File: src/rtl/traffic_light_monitor.sv
// Watches the two-road lamp outputs, rebuilds the phase, counts down the cycles
// left in each phase and latches the first encoding/order/duration violation.
module traffic_light_monitor #(
  parameter int unsigned LEN_AG = 8,
  parameter int unsigned LEN_Y  = 3,
  parameter int unsigned LEN_BG = 10
) (
  input  logic       clk,
  input  logic       reset,
  input  logic [2:0] LightA,
  input  logic [2:0] LightB,
  input  logic       fault_clr,
  output logic [1:0] phase,
  output logic [3:0] remain,
  output logic       locked,
  output logic       cycle_done,
  output logic       fault,
  output logic [2:0] fault_code
);

  localparam logic [3:0] LEN_AG_W = 4'(LEN_AG);
  localparam logic [3:0] LEN_Y_W  = 4'(LEN_Y);
  localparam logic [3:0] LEN_BG_W = 4'(LEN_BG);

  localparam logic [2:0] CODE_NONE    = 3'd0;
  localparam logic [2:0] CODE_ILLEGAL = 3'd1;
  localparam logic [2:0] CODE_ORDER   = 3'd2;
  localparam logic [2:0] CODE_SHORT   = 3'd3;
  localparam logic [2:0] CODE_LONG    = 3'd4;

  typedef enum logic [1:0] {
    MODE_SYNC   = 2'd0,
    MODE_LOCKED = 2'd1,
    MODE_FAULT  = 2'd2
  } mode_e;

  mode_e      mode_q, mode_d;
  logic [1:0] prev_q, prev_d;
  logic       seen_q, seen_d;
  logic [3:0] run_q, run_d;
  logic [1:0] phase_q, phase_d;
  logic [3:0] remain_q, remain_d;
  logic       locked_q, locked_d;
  logic       cycle_done_q, cycle_done_d;
  logic       fault_q, fault_d;
  logic [2:0] code_q, code_d;

  logic       legal_c;
  logic [1:0] p_c;
  logic [2:0] det_c;
  logic [3:0] run_inc_c;
  logic [1:0] nxt_c;

  function automatic logic [3:0] len_of(input logic [1:0] ph);
    case (ph)
      2'd0:    len_of = LEN_AG_W;
      2'd2:    len_of = LEN_BG_W;
      default: len_of = LEN_Y_W;
    endcase
  endfunction

  // Lamp pair decode; anything outside the four legal pairs is illegal
  always_comb begin
    legal_c = 1'b1;
    p_c     = 2'd0;
    case ({LightA, LightB})
      6'b001_100: p_c = 2'd0;
      6'b010_100: p_c = 2'd1;
      6'b100_001: p_c = 2'd2;
      6'b100_010: p_c = 2'd3;
      default:    legal_c = 1'b0;
    endcase
  end

  always_ff @(posedge clk or negedge reset) begin
    if (!reset) begin
      mode_q       <= MODE_SYNC;
      prev_q       <= 2'd0;
      seen_q       <= 1'b0;
      run_q        <= 4'd0;
      phase_q      <= 2'd0;
      remain_q     <= 4'd0;
      locked_q     <= 1'b0;
      cycle_done_q <= 1'b0;
      fault_q      <= 1'b0;
      code_q       <= CODE_NONE;
    end else begin
      mode_q       <= mode_d;
      prev_q       <= prev_d;
      seen_q       <= seen_d;
      run_q        <= run_d;
      phase_q      <= phase_d;
      remain_q     <= remain_d;
      locked_q     <= locked_d;
      cycle_done_q <= cycle_done_d;
      fault_q      <= fault_d;
      code_q       <= code_d;
    end
  end

  always_comb begin
    mode_d       = mode_q;
    prev_d       = prev_q;
    seen_d       = seen_q;
    run_d        = run_q;
    phase_d      = phase_q;
    cycle_done_d = 1'b0;
    fault_d      = fault_q;
    code_d       = code_q;
    det_c        = CODE_NONE;
    run_inc_c    = (run_q == 4'hF) ? run_q : run_q + 4'd1;
    nxt_c        = prev_q + 2'd1;

    if (fault_clr) begin
      // Clear wins over anything detected on this edge; the sample is dropped
      fault_d = 1'b0;
      code_d  = CODE_NONE;
      mode_d  = MODE_SYNC;
      seen_d  = 1'b0;
    end else if (!legal_c) begin
      det_c = CODE_ILLEGAL;
    end else begin
      phase_d = p_c;
      case (mode_q)
        MODE_SYNC: begin
          if (!seen_q) begin
            seen_d = 1'b1;
            prev_d = p_c;
            run_d  = 4'd1;
          end else if (p_c == prev_q) begin
            run_d = run_inc_c;
          end else if (p_c == nxt_c) begin
            mode_d = MODE_LOCKED;
            prev_d = p_c;
            run_d  = 4'd1;
          end else begin
            det_c = CODE_ORDER;
          end
        end
        MODE_LOCKED: begin
          if (p_c == prev_q) begin
            if (run_q == len_of(prev_q)) det_c = CODE_LONG;
            else                         run_d = run_inc_c;
          end else if (p_c != nxt_c) begin
            det_c = CODE_ORDER;
          end else if (run_q < len_of(prev_q)) begin
            det_c = CODE_SHORT;
          end else begin
            prev_d       = p_c;
            run_d        = 4'd1;
            cycle_done_d = (prev_q == 2'd3);
          end
        end
        default: begin
          prev_d = p_c;
          run_d  = (p_c == prev_q) ? run_inc_c : 4'd1;
        end
      endcase

      // A faulting legal sample is still tracked like any sample in FAULT
      if (det_c != CODE_NONE) begin
        prev_d = p_c;
        run_d  = (p_c == prev_q) ? run_inc_c : 4'd1;
      end
    end

    if (det_c != CODE_NONE) begin
      mode_d = MODE_FAULT;
      if (!fault_q) begin
        fault_d = 1'b1;
        code_d  = det_c;
      end
    end

    locked_d = (mode_d == MODE_LOCKED);
    remain_d = locked_d ? (len_of(prev_d) - run_d) : 4'd0;
  end

  assign phase      = phase_q;
  assign remain     = remain_q;
  assign locked     = locked_q;
  assign cycle_done = cycle_done_q;
  assign fault      = fault_q;
  assign fault_code = code_q;

endmodule

File: config.mk
export PLATFORM = sky130hd
export DESIGN_NAME = traffic_light_monitor
export DESIGN_NICKNAME = d
export VERILOG_FILES = /design/src/rtl/traffic_light_monitor.sv
export SDC_FILE = /design/constraint.sdc
export NUM_CORES = 1
export LEC_CHECK = 0
export ABC_AREA = 1
export CAP_MARGIN = 20
export CORE_ASPECT_RATIO = 1.2
export CORE_MARGIN = 2
export CORE_UTILIZATION = 45
export CTS_BUF_LIST = sky130_fd_sc_hd__clkbuf_8
export CTS_CLUSTER_DIAMETER = 80
export CTS_CLUSTER_SIZE = 30
export DETAILED_ROUTE_END_ITERATION = 8
export GPL_TIMING_DRIVEN = 0
export PLACE_DENSITY = 0.7
export SKIP_CTS_REPAIR_TIMING = 1
export SYNTH_ARGS = -nofsm -noshare
export SYNTH_HDL_FRONTEND = slang
export SYNTH_SLANG_ARGS = --single-unit
File: constraint.sdc
create_clock -name clk -period 2.8 [get_ports clk]
set_input_delay 0.56 -clock clk [delete_from_list [all_inputs] [get_ports clk]]
set_output_delay 0.56 -clock clk [all_outputs]
set_load 0.005 [all_outputs]
---- Word level (Yosys, flattened, before mapping) ----
Index checks and enable logic that the tools add are counted.
storage, ports and cells
  register bits ........................... 21
  bits in latches ......................... 0
  bits in writable memories ............... 0
  memory bits (read-only) ................. 0
  input port bits ......................... 9
  output and inout bits ................... 12
  memories kept ........................... 0
operators by class
  $add $sub $neg .......................... 3
  multipliers ............................. 0
  divide/modulo/power cells ............... 0
  magnitude comparators ................... 1
  equal/unequal tests ..................... 14
  shift operators ......................... 0
  mux-type cells .......................... 71
  bitwise logic cells ..................... 1
  reductions and logical operators ........ 10
operators by type and width
  cell                                                                   number
  4-bit 2-to-1 mux                                                       22
  2-bit 2-to-1 mux                                                       21
  3-bit 2-to-1 mux                                                       9
  4-bit case mux with 2 select lines                                     3
  1-bit 2-to-1 mux                                                       13
  6-bit equality test, second input constant                             2
  2-bit equality test, second input constant                             3
  6-bit by 4-bit equality test with 1-bit output, second input constant  1
  6-bit by 5-bit equality test with 1-bit output, second input constant  1
  2-bit zero test                                                        3
  2-bit case mux with 3 select lines                                     1
  3-bit case mux with 2 select lines                                     1
  3-bit nonzero test                                                     2
  4-bit by 1-bit adder with 4-bit output, second input constant          1
  2-bit by 1-bit equality test with 1-bit output, second input constant  2
  2-bit equality test                                                    2
  4-bit equality test                                                    1
  4-bit equality test, second input constant                             1
  4-bit less-than comparator                                             1
  2-bit case mux with 2 select lines                                     1
  2-bit AND reduction                                                    2
  2-bit nonzero test                                                     2
  4-bit OR reduction                                                     1
  4-bit subtractor                                                       1
  3 further kinds                                                        3

---- Depth between registers and ports, before layout ----
Gate-level depths: netlist of run 1.
  word-level depth ........................ 23
  depth in mapped cells ................... 20

---- Worst setup path before layout of run 1 ----
OpenSTA, ideal clock, no wires.
  kind .................................... register to register
  start ................................... register prev_q[0]
  end ..................................... register remain_q[2] (netlist: remain[2])
  library setup time ...................... 118 ps
  arrival ................................. 2,650 ps
  required time ........................... 2,682 ps
  path slack .............................. 32 ps
  stages on the path, launching flop included .. 17
  cells stage by stage .................... dfrtp_1 > inv_1 > ha_1 > ha_1 > or2_2 > a21oi_1 > o21ai_0 > nand3_1 > nand3_2 > and2_4 > nand2_1 > o22ai_1 > a22oi_1 > inv_1 > fa_1 > nor2_1 > nor2_2
on the way
  elaborated cells on any way between the ends .. 67
  classes of those cells .................. 2 x add/sub; 1 x order compare; 7 x eq/ne; 53 x mux; 4 x reduce/logical
RTL lines
  what                                                           RTL line  RTL
  from (decl)                                                    38        logic [1:0] prev_q, prev_d;
  from (signal assigned)                                         89        prev_q <= prev_d;
  2-bit equality test / 2-bit zero test (equally long branches)  55        case (ph)
  4-bit case mux with 2 select lines                             55
  4-bit 2-to-1 mux                                               144       end else if (p_c != nxt_c) begin
  4-bit 2-to-1 mux                                               141       if (p_c == prev_q) begin
  4-bit 2-to-1 mux                                               124       case (mode_q)
  4-bit 2-to-1 mux                                               120       end else if (!legal_c) begin
  4-bit 2-to-1 mux                                               114       if (fault_clr) begin
  4-bit less-than comparator                                     146       end else if (run_q < len_of(prev_q)) begin
  (+6 left out)                                                  -
  3-bit nonzero test                                             161       if (det_c != CODE_NONE) begin
  4-bit 2-to-1 mux (*)                                           161
  4-bit 2-to-1 mux (*)                                           120
  4-bit 2-to-1 mux (*)                                           114
  net run_d[1]                                                   40        logic [3:0] run_q, run_d;
  4-bit subtractor (*)                                           176       remain_d = locked_d ? (len_of(prev_d) - run_d) : 4'd0;
  4-bit 2-to-1 mux (*)                                           176
  net remain_d[2]                                                42        logic [3:0] remain_q, remain_d;
  to (signal assigned)                                           93        remain_q <= remain_d;
  to (decl)                                                      42
Mark *: on every way through the listed nets, which the timed path passes. The rest lies on a longest branch. The select of a mux whose other input is x is not followed.
A chain may end at the register's enable or synchronous reset.

---- Worst setup path in the final report of run 1 ----
  start ................................... register prev_q[0]
  end ..................................... register remain_q[1] (netlist: remain[1])
Same word-level chain as after synthesis.

==> results of run 1 <==
==> cell type report <==
cell class              instances  area (um^2)
fillers                       258         1149
repair buffers                 30        310.3
flip-flops and latches         21        526.8
inverters                      40        155.1
multi-input cells             137        879.6
clock buffers                   3        41.29
clock inverters                 1        3.754
well taps                      36        45.04
==> cell families after synthesis <==
family / Yosys count / share of synthesized area
AOI/OAI and AO/OA: 22 / 0.09917
xor gates and xnor gates: 2 / 0.01177
adders and majority gates: 9 / 0.08068
buffers and inverters: 40 / 0.1025
DFF: 21 / 0.3529
and+or+nand+nor: 104 / 0.3530
==> power by group through the flow <==
stage / Sequential, W / Combinational, W / Clock, W
2_1_floorplan: 0.000375 / 0.000301 / 0
3_3_place_gp: 0.000384 / 0.000392 / 0
3_5_place_dp: 0.000384 / 0.000397 / 0
4_1_cts: 0.000379 / 0.000402 / 0.000204
5_1_grt: 0.000386 / 0.000565 / 0.000218
6_report: 0.000381 / 0.000488 / 0.000197
==> flip-flops by register name, indices dropped and copies added (netlist names) <==
| name | flops |
|---|---|
| locked | 1 |
| fault | 1 |
| run_q | 4 |
| fault_code | 3 |
| remain | 4 |
| mode_q | 2 |
| cycle_done | 1 |
| seen_q | 1 |
| phase | 2 |
| prev_q | 2 |
==> final timing paths <==
path,slack (ps),cells after the start,endpoint
setup / recovery,70,15,remain[1]
hold / removal,490,2,phase[1]
setup reg to reg,70,15,remain[1]
hold reg to reg,490,2,phase[1]
max in group asynchronous,1910,2,prev_q[0]
min in group asynchronous,520,1,cycle_done
==> cell usage after synthesis (all sizes together) <==
| library cell | n |
|---|---|
| nand4 | 3 |
| o21bai | 1 |
| a21oi | 7 |
| a22oi | 1 |
| inv | 39 |
| o311ai | 1 |
| ha | 8 |
| nor2 | 29 |
| nand3 | 18 |
| o211ai | 2 |
| clkinv | 1 |
| dfrtp | 21 |
| nor4 | 1 |
| o22ai | 2 |
| nand2 | 50 |
| fa | 1 |
| and2 | 1 |
| nor3 | 1 |
| or2 | 1 |
| xor2 | 2 |
| o21ai | 8 |
==> per-stage QoR <==
step,setup TNS [ps],instance area (um^2),utilization
final,0,1962,0.6307
after global routing,-239.9,1962,0.6307
after CTS,-916.9,1779,0.5720
after detailed placement,-1726,1734,0.5575
after global placement,-1685,1734,0.5575
after floorplan,0,1489,-
==> metal layers <==
metal	share of wire	global-route usage	vias up	routed length, um
li1	-	-	696	-
met1	0.48	0.2316	598	1504
met2	0.48	0.3067	22	1503
met3	0.026	0.02330	5	81
met4	0.017	0.07143	0	52
met5	0	0	-	0
==> tightest hold or removal path, stage by stage, from the launching register on <==
cell,delay (ps)
dfrtp_1,350
nand2_1,50
nand2_1,60
==> cells in the final DEF, fill, tap and decap left out, types with 2 or more instances in the layout <==
master           instances
a21oi_1                  5
buf_4                    9
clkbuf_8                 3
clkdlybuf4s50_1         14
dfrtp_1                 20
dlymetal6s2s_1           6
ha_1                     6
ha_2                     2
inv_1                   32
inv_2                    6
inv_4                    2
nand2_1                 41
nand2_2                  6
nand2_4                  3
nand3_1                 13
nand3_2                  4
nand4_1                  3
nor2_1                  18
nor2_2                   7
nor2_4                   3
o211ai_1                 2
o21ai_0                  7
xor2_1                   2
==> results_dict.tcl, run 1 <==
set metrics [dict create \
    diodes 0 \
    drt_first_pass_iters 4 \
    dp_cells 254 \
    synth.avg_cell_area_um2 7.520 \
    yosys_warnings 0 \
    gp_congestion 0.8753 \
    cp.required_ps 2960 \
    via_per_inst 4.929 \
    antenna_found_initial 0 \
    start_kind "flop" \
    path_max_fanout 5 \
    grt_overflow 0 \
    totalWireLength_mm 3.142 \
    ios 21 \
    peakVddDrop_mv 0.3752 \
    fmax_ghz 0.3666 \
    hold_viol_final 0 \
    layout-drive-gt1-share 0.2500 \
    htreeDepth 1 \
    fin_crit_sh 0.9741 \
    slew_headroom 0.7608 \
    fin_ws_ps 72.46 \
    critPathTopFamily "adder cells" \
    dpl.hpwl_mm 2.345 \
    path_class "flop to flop" \
    synth_area_leaders "dfrtp_1 (35%), nand2_1 (11%), inv_1 (8.3%), ha_1 (6.7%), nor2_1 (5.5%)" \
    total_power_w 0.001065 \
    grt_pass1_wl_mm 5.244 \
    start_util 0.4787 \
    grt_pass1_vias 1200 \
    numCtsBuffers 3 \
    syn_inst 198 \
    drc 0 \
    syn2layout_area_growth_pct 31.76 \
    core_area_um2 3110 \
    seqPwrFrac 0.358 \
    p_sw_frac 0.3937 \
    startpoint "prev_q[0]" \
    rsz0062_at_grt "true" \
    num_rows 22 \
    p_sw_w 0.0004193 \
    min_path_type "flop to flop" \
    combPwrFrac 0.458 \
    cts.path.max_buffers 2 \
    final_nets 251 \
    setup_violations 0 \
    cts_sinks 21 \
    slowest_stage "fa_2" \
    synth_seq_area_share 0.3529 \
    die_h_um 67.01 \
    vias 1321 \
    fin_crit_ps 2728 \
    power_leakage_nw 1.070 \
    power_density_nw_per_um2 542.8 \
    stdcell_count 268 \
    whs_ps 490.6 \
    status "finished clean" \
    max_slew.worst_pin.slew_ps 355.5 \
    slew_violations 0 \
    max_stage_delay_ps 530 \
    wl_per_cell_um 11.72 \
    arrival_ps 2890 \
    path_clk_slew_ps 70 \
    r2r-start "prev_q[0]" \
    dp_slack_ps -622.9 \
    yosys_register_bits 21 \
    die_w_um 56.51 \
    critPathBufInv 2 \
    grt_max_degree 22 \
    drt_iter0_drc 22 \
    maxCapViolCount 0 \
    cts_root_buf "clkbuf_8" \
    yosysTopAreaCell "dfrtp_1" \
    crit_path_end_kind "flop" \
    p_int_w 0.0006457 \
    synth_area_um2 1489 \
    final_antenna_net_count 0 \
    synth_top_area_share 0.3529 \
    cts_tree "done" \
    io_buffer_count 20 \
    clkLatencyLatePin_ps 260 \
    worstHoldStart "phase[1]" \
    fp.dieArea_um2 3787 \
    synth_cell_types 31 \
    syn_nets 216 \
    skew_ps 1.059 \
    grt.total_usage 0.1806 \
    p_clk_frac 0.185 \
    cp_cell_sequence "inv_2 > ha_2 > ha_2 > or2_4 > a21oi_4 > o21ai_2 > nand3_2 > nand3_2 > and2_4 > nand2_2 > o22ai_2 > a22oi_2 > inv_2 > fa_2 > nor2_1" \
]
Note: power is estimated with default switching activity, not from simulation.
==> run 2, diff against run 1 <==
PLACE_DENSITY = 0.68   (was 0.7)
clock period = 3.25 ns   (was 2.8 ns; I/O delays follow)
==> run 2 against run 1 <==
  * Setup slack improved by 110 ps
  * Die area is the same
  * Hold slack improved by 4.7 ps
  * Register-to-register slack improved by 130 ps
  * Clock power is 14% lower
  * Non-clock buffer count down 4
  * Clock skew hardly changed
==> results_dict.tcl, run 2 (same netlist as run 1, synthesis figures left out) <==
set metrics [dict create \
    die_h_um 67.01 \
    crit_path_end_kind "flop" \
    arrival_ps 3220 \
    skew_ps 1.270 \
    total_power_w 0.0008577 \
    numCtsBuffers 3 \
    vias 1337 \
    fin_crit_sh 0.9431 \
    start_kind "primary input" \
    gp_congestion 0.9134 \
    setup_violations 0 \
    cts_sinks 21 \
    slew_violations 0 \
    power_density_nw_per_um2 459.5 \
    cts_tree "done" \
    drt_iter0_drc 42 \
    grt_max_degree 22 \
    grt_pass1_vias 1379 \
    worstHoldStart "phase[0]" \
    clkLatencyLatePin_ps 260 \
    status "finished clean" \
    antenna_found_initial 0 \
    path_max_fanout 9 \
    ios 21 \
    totalWireLength_mm 3.334 \
    fin_util 0.6002 \
    syn2layout_area_growth_pct 25.38 \
    grt.total_usage 0.1929 \
    r2r-start "prev_q[0]" \
    p_int_w 0.0005182 \
    slew_headroom 0.6774 \
    nFillCells 284 \
    path_class "primary input to flop" \
    max_slew.worst_pin.slew_ps 482.3 \
    r2r_slack_ps 200 \
    p_clk_frac 0.199 \
    seqPwrFrac 0.383 \
    fmax_ghz 0.3263 \
    cts.path.max_buffers 2 \
    io_buffer_count 20 \
    maxCapViolCount 0 \
    die_w_um 56.51 \
    drt_first_pass_iters 4 \
    mostFrequentLayoutCells "nand2_1 (42), inv_1 (34), dfrtp_1 (21), nor2_1 (19), clkdlybuf4s50_1 (18)" \
    diodes 0 \
    cp.required_ps 3410 \
    wl_per_cell_um 12.63 \
    grt_pass1_wl_mm 5.740 \
    combPwrFrac 0.419 \
    num_rows 22 \
    p_sw_w 0.0003395 \
    via_per_inst 5.064 \
    fp.dieArea_um2 3787 \
    final_nets 247 \
    final_antenna_net_count 0 \
    dpl.hpwl_mm 2.581 \
    startpoint "LightB[0]" \
    start_util 0.4787 \
    p_sw_frac 0.3958 \
    peakVddDrop_mv 0.3546 \
    cts_root_buf "clkbuf_8" \
    core_area_um2 3110 \
    mostFrequentLayoutCell "nand2_1" \
    layout-drive-gt1-share 0.1842 \
    power_leakage_nw 1.012 \
    rsz0062_at_grt "true" \
    path_clk_slew_ps 80 \
    drc 0 \
    htreeDepth 1 \
    hold_viol_final 0 \
    fin_crit_ps 3065 \
    grt_overflow 0 \
    min_path_type "flop to flop" \
]
## run 2: cell types whose count changed in the layout (fill, tap and decap cells not counted), moves of 2 or more
cell | before | now
buf_4 | 9 | 5
clkdlybuf4s50_1 | 14 | 18
dlymetal6s2s_1 | 6 | 2
ha_1 | 6 | 8
ha_2 | 2 | 0
inv_1 | 32 | 34
inv_2 | 6 | 4
## run 2: metal layers
| layer | global-route usage | vias to the layer above | part of all wire |
|---|---|---|---|
| met3 | 0.03301 | 4 | 0.043 |
| met5 | 0 | - | 0 |
| met2 | 0.3634 | 27 | 0.50 |
| met1 | 0.2194 | 625 | 0.45 |
| li1 | - | 681 | - |
| met4 | 0.05952 | 0 | 0.0078 |
## run 2: path summary, 6_finish.rpt
kind / to / cells after the start
setup / recovery: remain[3] / 15
hold / removal: phase[0] / 2
setup reg to reg: remain[2] / 16
hold reg to reg: phase[0] / 2
max in group asynchronous: run_q[1] / 2
min in group asynchronous: fault / 1
## run 2: worst max-delay path: stages
cell and delay [ps]:
clkdlybuf4s50_1 480, nor2_4 190, nand3_1 130, o311ai_4 370, nand2_4 160, inv_4 130
o21ai_0 110, nor2_1 210, inv_1 70, ha_1 280, inv_1 40, o21bai_1 120
nand2_1 90, nor2_1 140, nor2_2 50
## run 2: cell type report
type	instances	area (um^2)	share of cell area
flip-flops and latches	21	525.5	0.2815
multi-input cells	137	838.3	0.4491
well taps	36	45.04	0.02413
clock inverters	1	3.754	0.002011
clock buffers	3	41.29	0.02212
repair buffers	26	257.7	0.1381
inverters	40	155.1	0.08311
## run 2: metrics by stage
step	hold slack, ps	worst slack (ps)	area, um^2	setup TNS [ps]	cells
after floorplan	354.4	481.9	1489	0	198
after global placement	469.6	-220.0	1734	-507.7	254
after detailed placement	473.3	-289.3	1734	-763.9	254
after CTS	497.3	-19.82	1779	-19.82	258
after global routing	512.4	-22.07	1867	-32.82	264
final	495.4	184.9	1867	0	264
## run 2: power by group through the flow
| stage | combinational [W] | sequential, W | clock [W] |
|---|---|---|---|
| after CTS | 0.000353 | 0.000327 | 0.000177 |
| after global routing | 0.000419 | 0.000333 | 0.000185 |
| final | 0.000359 | 0.000328 | 0.000170 |
| after global placement | 0.000335 | 0.000330 | 0 |
| after detailed placement | 0.000351 | 0.000332 | 0 |
| after floorplan | 0.000259 | 0.000323 | 0 |
==> run 3, diff against run 2 <==
PLACE_DENSITY = 0.7   (was 0.68)
SLEW_MARGIN = 20   (was not set)
==> run 3 against run 2 <==
  * Clock skew rose by 0.57 ps
  * Largest cell class unchanged
  * Hold slack got worse by 160 ps
  * Flip-flop and latch count did not move
  * Final cell count fell by 1.5%
  * Total power fell by 0.40%
  * Setup slack got worse by 55 ps
  * Combinational power barely moved
  * Maximum frequency fell by 1.8%
  * Register-to-register slack barely moved
  * Highest routed layer unchanged
  * Final area fell by 2.4%
  * Sequential power barely moved
==> results_dict.tcl, run 3 (same netlist as run 1, synthesis figures left out) <==
set metrics [dict create \
    status "finished clean" \
    setup_tns_ps 0 \
    path_max_fanout 9 \
    skew_ps 1.841 \
    path_clk_slew_ps 70 \
    cp_cell_sequence "clkdlybuf4s50_1 > nor2_4 > nand3_1 > o311ai_4 > nand2_4 > nor2_1 > o211ai_1 > o21ai_0 > inv_1 > ha_1 > fa_1 > nor2_1 > nor2_2" \
    fin_crit_ps 3120 \
    die_w_um 56.51 \
    start_util 0.4787 \
    mostFrequentLayoutCells "nand2_1 (42), inv_1 (34), dfrtp_1 (21), nor2_1 (20), clkdlybuf4s50_1 (17)" \
    wl_per_cell_um 11.60 \
    core_area_um2 3110 \
    grt.total_usage 0.1806 \
    ios 21 \
    fp.dieArea_um2 3787 \
    slowest_stage "clkdlybuf4s50_1" \
    totalWireLength_mm 3.017 \
    max_stage_delay_ps 480 \
    critical_path.endpoint "remain[2]" \
    critPathTopFamily "simple AND/OR/NAND/NOR gates" \
    fin_crit_sh 0.9600 \
    htreeDepth 1 \
    slew_headroom 0.6829 \
    gp_congestion 0.8753 \
    critPathBufInv 2 \
    r2r_slack_ps 190 \
    path_class "primary input to flop" \
    diodes 0 \
    mostFrequentLayoutCell "nand2_1" \
    maxCapViolCount 0 \
    grt_pass1_vias 1200 \
    die_h_um 67.01 \
    peakVddDrop_mv 0.3185 \
    fin_util 0.5857 \
    io_buffer_count 20 \
    cp.depth 13 \
    slew_violations 0 \
    rr_endpoint "remain[2]" \
    path_common_cell "nor2_1" \
    cp.required_ps 3410 \
    layout-drive-gt1-share 0.1696 \
    cts_sinks 21 \
    syn2layout_area_growth_pct 22.35 \
    arrival_ps 3280 \
    start_kind "primary input" \
    final_nets 243 \
    ff2ff_path_depth 16 \
    grt_pass1_wl_mm 5.244 \
    power_density_nw_per_um2 469.0 \
    vias 1278 \
    final_area_um2 1822 \
    grt_overflow 0 \
    startpoint "LightB[1]" \
    via_per_inst 4.915 \
    grt_max_degree 22 \
    dpl.hpwl_mm 2.345 \
    fmax_ghz 0.3205 \
    dp_cells 254 \
    crit_path_end_kind "flop" \
    r2r-start "prev_q[0]" \
    antenna_found_initial 0 \
    stdcell_count 260 \
    final_antenna_net_count 0 \
    max_slew.worst_pin.slew_ps 475.6 \
    nFillCells 276 \
    drt_first_pass_iters 4 \
    drt_iter0_drc 14 \
    min_path_type "primary input to asynchronous set/reset pin" \
    clkLatencyLatePin_ps 260 \
    placed_cell_area_um2 1734 \
    numCtsBuffers 3 \
    setup_violations 0 \
    drc 0 \
    cts_root_buf "clkbuf_8" \
    num_rows 22 \
    cts.path.max_buffers 2 \
    hold_viol_final 0 \
    power_leakage_nw 0.9927 \
    cts_tree "done" \
]
## run 3: cell types whose count changed in the layout (fill, tap and decap cells not counted), sizes merged
cell / change
buf: -3
clkdlybuf4s50: -1
## run 3: final cells by class
type / instances / area (um^2) / area share
sequential: 21 / 525.5 / 0.2885
multi-input combinational: 137 / 835.8 / 0.4588
clock buffer: 3 / 41.29 / 0.02266
inverter: 40 / 155.1 / 0.08516
tap: 36 / 45.04 / 0.02473
clock inverter: 1 / 3.754 / 0.002060
timing repair buffer: 22 / 215.2 / 0.1181
## run 3: per-stage QoR
| stage | hold WS, ps | setup slack, ps | power [W] |
|---|---|---|---|
| floorplan | 354.4 | 481.9 | 0.0005821 |
| global placement | 471.5 | -239.8 | 0.0006691 |
| detailed placement | 471.7 | -262.9 | 0.0006731 |
| CTS | 494.2 | 16.21 | 0.0008487 |
| global route | 382.6 | -30.85 | 0.0009433 |
| finish | 335.4 | 130.0 | 0.0008543 |
## run 3: report_power, final
| group | switching [W] | internal, W | leakage [nW] |
|---|---|---|---|
| sequential | 0.0000374 | 0.000290 | 0.276 |
| clock | 0.0000847 | 0.0000843 | 0.0269 |
| combinational | 0.000213 | 0.000145 | 0.690 |
| total | 0.000335 | 0.000519 | 0.993 |
## run 3: how the worst min path moves through the flow
stage | from | endpoint | slack [ps]
final | reset | cycle_done | 340
after global routing | reset | cycle_done | 380
after CTS | phase[1] | phase[1] | 490
after detailed placement | phase[1] | phase[1] | 470
after global placement | phase[1] | phase[1] | 470
after floorplan | reset | cycle_done | 350
## run 3: per-layer routing
layer | global-route usage | vias up | wire [um] | part of all wire
met5 | 0 | - | 0 | 0
met4 | 0.07143 | 0 | 53 | 0.018
met3 | 0.02330 | 5 | 75 | 0.025
met2 | 0.3067 | 18 | 1409 | 0.47
met1 | 0.2316 | 574 | 1478 | 0.49
li1 | - | 681 | - | -
==> variant 1, RTL diff (config.mk and constraints of run 1) <==
Re-encode `mode_e` (3 values) as one-hot, 3 bits wide.
--- a/src/rtl/traffic_light_monitor.sv
+++ b/src/rtl/traffic_light_monitor.sv
@@ -28,10 +28,10 @@
   localparam logic [2:0] CODE_SHORT   = 3'd3;
   localparam logic [2:0] CODE_LONG    = 3'd4;
 
-  typedef enum logic [1:0] {
-    MODE_SYNC   = 2'd0,
-    MODE_LOCKED = 2'd1,
-    MODE_FAULT  = 2'd2
+  typedef enum logic [2:0] {
+    MODE_SYNC   = 3'b001,
+    MODE_LOCKED = 3'b010,
+    MODE_FAULT  = 3'b100
   } mode_e;
 
   mode_e      mode_q, mode_d;
Function: same outputs for any inputs over 10 cycles, from zero or initial values and one cycle with reset low; not proved beyond that.
==> variant 1 against run 1 <==
The flow now finishes with violations (design-rule violations, negative setup slack); cell count rose by 12%; wire length grew 30%; sequential cell count rose by 1; via count rose by 21%; synthesized area increased by 8.8%; first-iteration DRC count rose to 3.0 times the old value; worst hold slack got worse by 0.0056 ns; worst setup slack worse by 0.21 ns; design area increased by 15%; core utilization rose by 3.1 points; total power increased by 21%; maximum frequency down 7.0%; count of clock-buffer cells in the layout unchanged.
==> variant 1: results (changes against run 1) <==
[global_routing]
grt_pass1_vias = 1433  ; +19%
grt_use_met3_pct = 2.80  ; +0.47 points
grt_pass1_wl_um = 6310  ; +20%
grt_util_all_layers_pct = 19.4  ; +1.3 points
grt_util_met1_pct = 25.4  ; +2.2 points

[status]
failed_checks = design-rule violations, negative setup slack
outcome = finished, violations left

[place]
placed_area_mm2 = 0.00187  ; +8.0%
hpwl_um = 2810  ; +20%

[final_layout]
drive_above_1_share_pct = 28.1  ; +3.1 points
fin_nets = 282  ; +12%

[synthesis]
synthTopCellsByCount = nand2_1 (46), inv_1 (35), nor2_1 (27), dfrtp_1 (21), nand3_1 (15)
synthesis.nets = 240  ; +11%
synth_xor_area_share_pct = 0.541  ; -0.64 points
synth_compound_area_share_pct = 13.8  ; +3.9 points
synth_seq_area_share_pct = 34.1  ; -1.2 points

[drt]
first_pass_iters = 6  ; +2
drc = 1  ; +1
num_vias = 1600  ; +21%

[critical_path]
slowest_delay_ns = 0.57  ; +0.04 ns
arrival_ns = 3.09  ; +0.20 ns

[timing]
relSlewSlack_pct = 70.4  ; -5.7 points
setup_slack_ns = -0.134  ; -0.207 ns
setup_viol = 3  ; +3

[power_and_ir_drop]
p_leak_nw = 1.14  ; +6.2%

[variant 1: final timing paths]
| path | from | end | slack, ns |
|---|---|---|---|
| max | prev_q[0]$_DFF_PN0_ | remain[1]$_DFF_PN0_ | -0.13 |
| min | phase[0]$_DFFE_PN0P_ | phase[0]$_DFFE_PN0P_ | 0.49 |
| max reg2reg | prev_q[0]$_DFF_PN0_ | remain[1]$_DFF_PN0_ | -0.13 |
| min reg2reg | phase[0]$_DFFE_PN0P_ | phase[0]$_DFFE_PN0P_ | 0.49 |
| max in group asynchronous | reset | mode_q[0]$_DFF_PN1_ | 1.77 |
| min in group asynchronous | reset | prev_q[0]$_DFF_PN0_ | 0.55 |
[variant 1: logic make-up (layout without fill, tap and decap cells)]
kind of cell / count (synthesis) / in the layout
buffers and inverters: 40 / 80
AOI/OAI and AO/OA: 34 / 34
xor gates and xnor gates: 1 / 1
DFF: 22 / 22
adders and majority gates: 9 / 9
and+or+nand+nor: 116 / 117
[variant 1: critical path, delay by kind of cell, from the launching register on]
family	cells	cell delay, ns
and+or+nand+nor	8	0.83
buffers and inverters	1	0.05
DFF	1	0.44
adders and majority gates	4	1.20
AOI/OAI and AO/OA	2	0.31
[variant 1: power by group through the flow]
stage / logic (mW) / registers (mW) / clock network (mW)
floorplan: 0.324 / 0.393 / 0
global placement: 0.422 / 0.403 / 0
detailed placement: 0.428 / 0.406 / 0
CTS: 0.432 / 0.399 / 0.311
global route: 0.659 / 0.410 / 0.320
finish: 0.575 / 0.405 / 0.308
[variant 1: cell type report]
class,instances,share of cell area (%)
multi-input cells,161,47.4
flip-flops and latches,22,24.7
clock buffers,3,1.84
plain buffers,2,0.390
inverters,38,6.46
well taps,37,2.06
repair buffers,36,15.8
clock inverters,1,1.34
[variant 1: metrics by stage]
step / hold slack, ns / util (%) / TNS (ns) / std cells
2_1_floorplan: 0.264 / - / 0 / 222
3_3_place_gp: 0.455 / 55.2 / -2.13 / 279
3_5_place_dp: 0.465 / 55.2 / -2.15 / 279
4_1_cts: 0.487 / 57.3 / -1.50 / 283
5_1_grt: 0.541 / 66.2 / -0.655 / 300
6_report: 0.485 / 66.2 / -0.209 / 300
[variant 1: routing by layer]
metal  share of wire [%]  up-vias
li1                    -      803
met2                  52       54
met3                 4.3        4
met5                   0        -
met4                0.71        0
met1                  43      739
==> variant 2, RTL diff (settings of run 1) <==
Without the edit above. `LEN_AG`: 8 -> 6.
--- a/src/rtl/traffic_light_monitor.sv
+++ b/src/rtl/traffic_light_monitor.sv
@@ -1,7 +1,7 @@
 // Watches the two-road lamp outputs, rebuilds the phase, counts down the cycles
 // left in each phase and latches the first encoding/order/duration violation.
 module traffic_light_monitor #(
-  parameter int unsigned LEN_AG = 8,
+  parameter int unsigned LEN_AG = 6,
   parameter int unsigned LEN_Y  = 3,
   parameter int unsigned LEN_BG = 10
 ) (
Function: changed (Yosys sat finds a counterexample within 4 cycles, from zero or initial values and one cycle with reset low).
==> variant 2 against run 1 <==
The flow now finishes with violations (negative setup slack); worst hold slack worse by 0.010 ns; wire length up 9.8%; critical path depth is 4 higher; synthesized area rose by 6.7%; sequential cell count unchanged; sequential power increased by 3%; worst setup slack got worse by 0.13 ns; cell count rose by 3.7%; design area up 4.9%; total power rose by 12%; non-clock buffer count down 2; global-route usage is 0.55 points lower; critical endpoint is now remain[3]$_DFF_PN0_; largest cell class unchanged; largest power group unchanged; highest routed layer unchanged.
==> variant 2: results (changes against run 1) <==
[place]
placed_area_mm2 = 0.00184  ; +5.8%
dp_worst_setup_slack_ns = -0.410  ; +0.213 ns
hpwl_um = 2510  ; +7.0%
routabilityCongestion = 0.868  ; -0.86%

[power_and_ir_drop]
p_leak_nw = 1.05  ; -1.6%
combPwrFrac_pct = 50.9  ; +5.1 points
swShare_pct = 41.8  ; +2.5 points
p_seq_mw = 0.391  ; +3%
seqPwrFrac_pct = 32.7  ; -3.1 points
peakVddDrop_mv = 0.371  ; -1.1%

[drt]
first_pass_iters = 5  ; +1
vias_per_cell = 5.10  ; +3.4%
wl_um = 3450  ; +9.8%
drt-initial-drc-count = 58  ; +160%

[global_routing]
grt_max_degree = 22  ; unchanged
grt_pass1_vias = 1275  ; +6.3%
grt_pass1_wl_um = 5650  ; +7.8%
grt_util_all_layers_pct = 17.5  ; -0.55 points

[timing]
setup_viol = 2  ; +2
setup_slack_ns = -0.0611  ; -0.134 ns
fin_skew_ns = 0.00764  ; +0.00658 ns
tightest_slew_ns = 0.923  ; +0.567 ns

[synthesis]
ys_types = 31  ; unchanged
yosys-top-cells-area = dfrtp_1 (33%), nand2_1 (11%), ha_1 (7.9%), inv_1 (6.6%), nand3_1 (5.4%)
synth_seq_area_share_pct = 33.1  ; -2.2 points
synthTopCellsByCount = nand2_1 (46), inv_1 (28), dfrtp_1 (21), nor2_1 (18), nand3_1 (17)
synthesis.nets = 228  ; +5.6%

[clock_tree]
cts-buffers-inserted = 3  ; unchanged
h-tree-depth = 1  ; unchanged
clk_latency_ns = 0.26  ; about the same

[die]
dieArea_mm2 = 0.00402  ; +6.3%

[critical_path]
arrival_ns = 3.01  ; +0.12 ns
worstPathMaxFanout = 4  ; -1

[final_layout]
drive_above_1_share_pct = 26.1  ; +1.1 points
n_fill_cell = 290  ; +12%
fin_nets = 261  ; +4.0%

[status]
failed_checks = negative setup slack
outcome = finished, violations left

## variant 2: cell count changes after synthesis, moves of 2 or more
cell and delta:
inv_1 -5, nand2_1 +4, nor2_1 -4, nand2_2 +3, nand3_1 +3, o21ai_1 +3, clkinv_1 +2, ha_1 +2
inv_2 -2, nor2_2 +2, o211ai_1 -2, o31ai_1 +2
## variant 2: layer usage
layer  up-vias  global-route usage [%]  routed length (um)
li1        741                       -                   -
met1       646                    24.8                1660
met2        25                    28.3                1670
met3         5                    1.13                  77
met4         0                    5.43                  46
met5         -                       0                   0
## variant 2: per-stage QoR
stage | TNS, ns | util [%] | cells | hold WS, ns
after floorplan | 0 | - | 209 | 0.264
after global placement | -0.982 | 54.5 | 266 | 0.462
after detailed placement | -0.908 | 54.5 | 266 | 0.466
after CTS | -0.726 | 55.9 | 270 | 0.484
after global routing | -0.453 | 61.1 | 278 | 0.524
final | -0.0997 | 61.1 | 278 | 0.480
## variant 2: worst paths after layout
check / start / slack [ns] / depth (start not counted) / endpoint
min: phase[0]$_DFFE_PN0P_ / 0.48 / 2 / phase[0]$_DFFE_PN0P_
min in group asynchronous: reset / 0.81 / 1 / fault$_DFF_PN0_
max: prev_q[0]$_DFF_PN0_ / -0.06 / 19 / remain[3]$_DFF_PN0_
min reg2reg: phase[0]$_DFFE_PN0P_ / 0.48 / 2 / phase[0]$_DFFE_PN0P_
max in group asynchronous: reset / 1.37 / 1 / prev_q[1]$_DFF_PN0_
max reg2reg: prev_q[0]$_DFF_PN0_ / -0.06 / 19 / remain[3]$_DFF_PN0_
## variant 2: cells by family (layout without fill, tap and decap cells)
group | after synthesis | count (layout) | share of synthesized area, %
XOR/XNOR | 2 | 2 | 1.10
flip-flops | 21 | 21 | 33.1
buffers and inverters | 35 | 67 | 8.58
adder cells (fa/ha/maj) | 10 | 10 | 7.87
AO/OA/AOI/OAI | 27 | 27 | 11.3
AND/OR/NAND/NOR | 114 | 114 | 38.0
## variant 2: critical path: stages, from the launching register on
cell and delay, ns:
dfrtp_2 0.43, inv_4 0.10, ha_4 0.13, inv_2 0.04, ha_4 0.28, nand2_4 0.05
o31ai_4 0.28, nand3_2 0.14, nand2_2 0.08, nand2_2 0.05, nand2_2 0.07, nand4_1 0.10
inv_1 0.08, o22ai_1 0.06, a31oi_1 0.25, ha_1 0.31, a21oi_2 0.12, nand2_1 0.05
nand2_1 0.08, nor2_2 0.03
## variant 2: layout make-up
class,count,area [um2],area share (%)
inverter,35,139,6.75
multi-input combinational,153,1020,49.8
timing repair buffer,28,275,13.4
tap,37,46.3,2.25
clock inverter,1,3.75,0.182
clock buffer,3,41.3,2.01
sequential,21,528,25.7
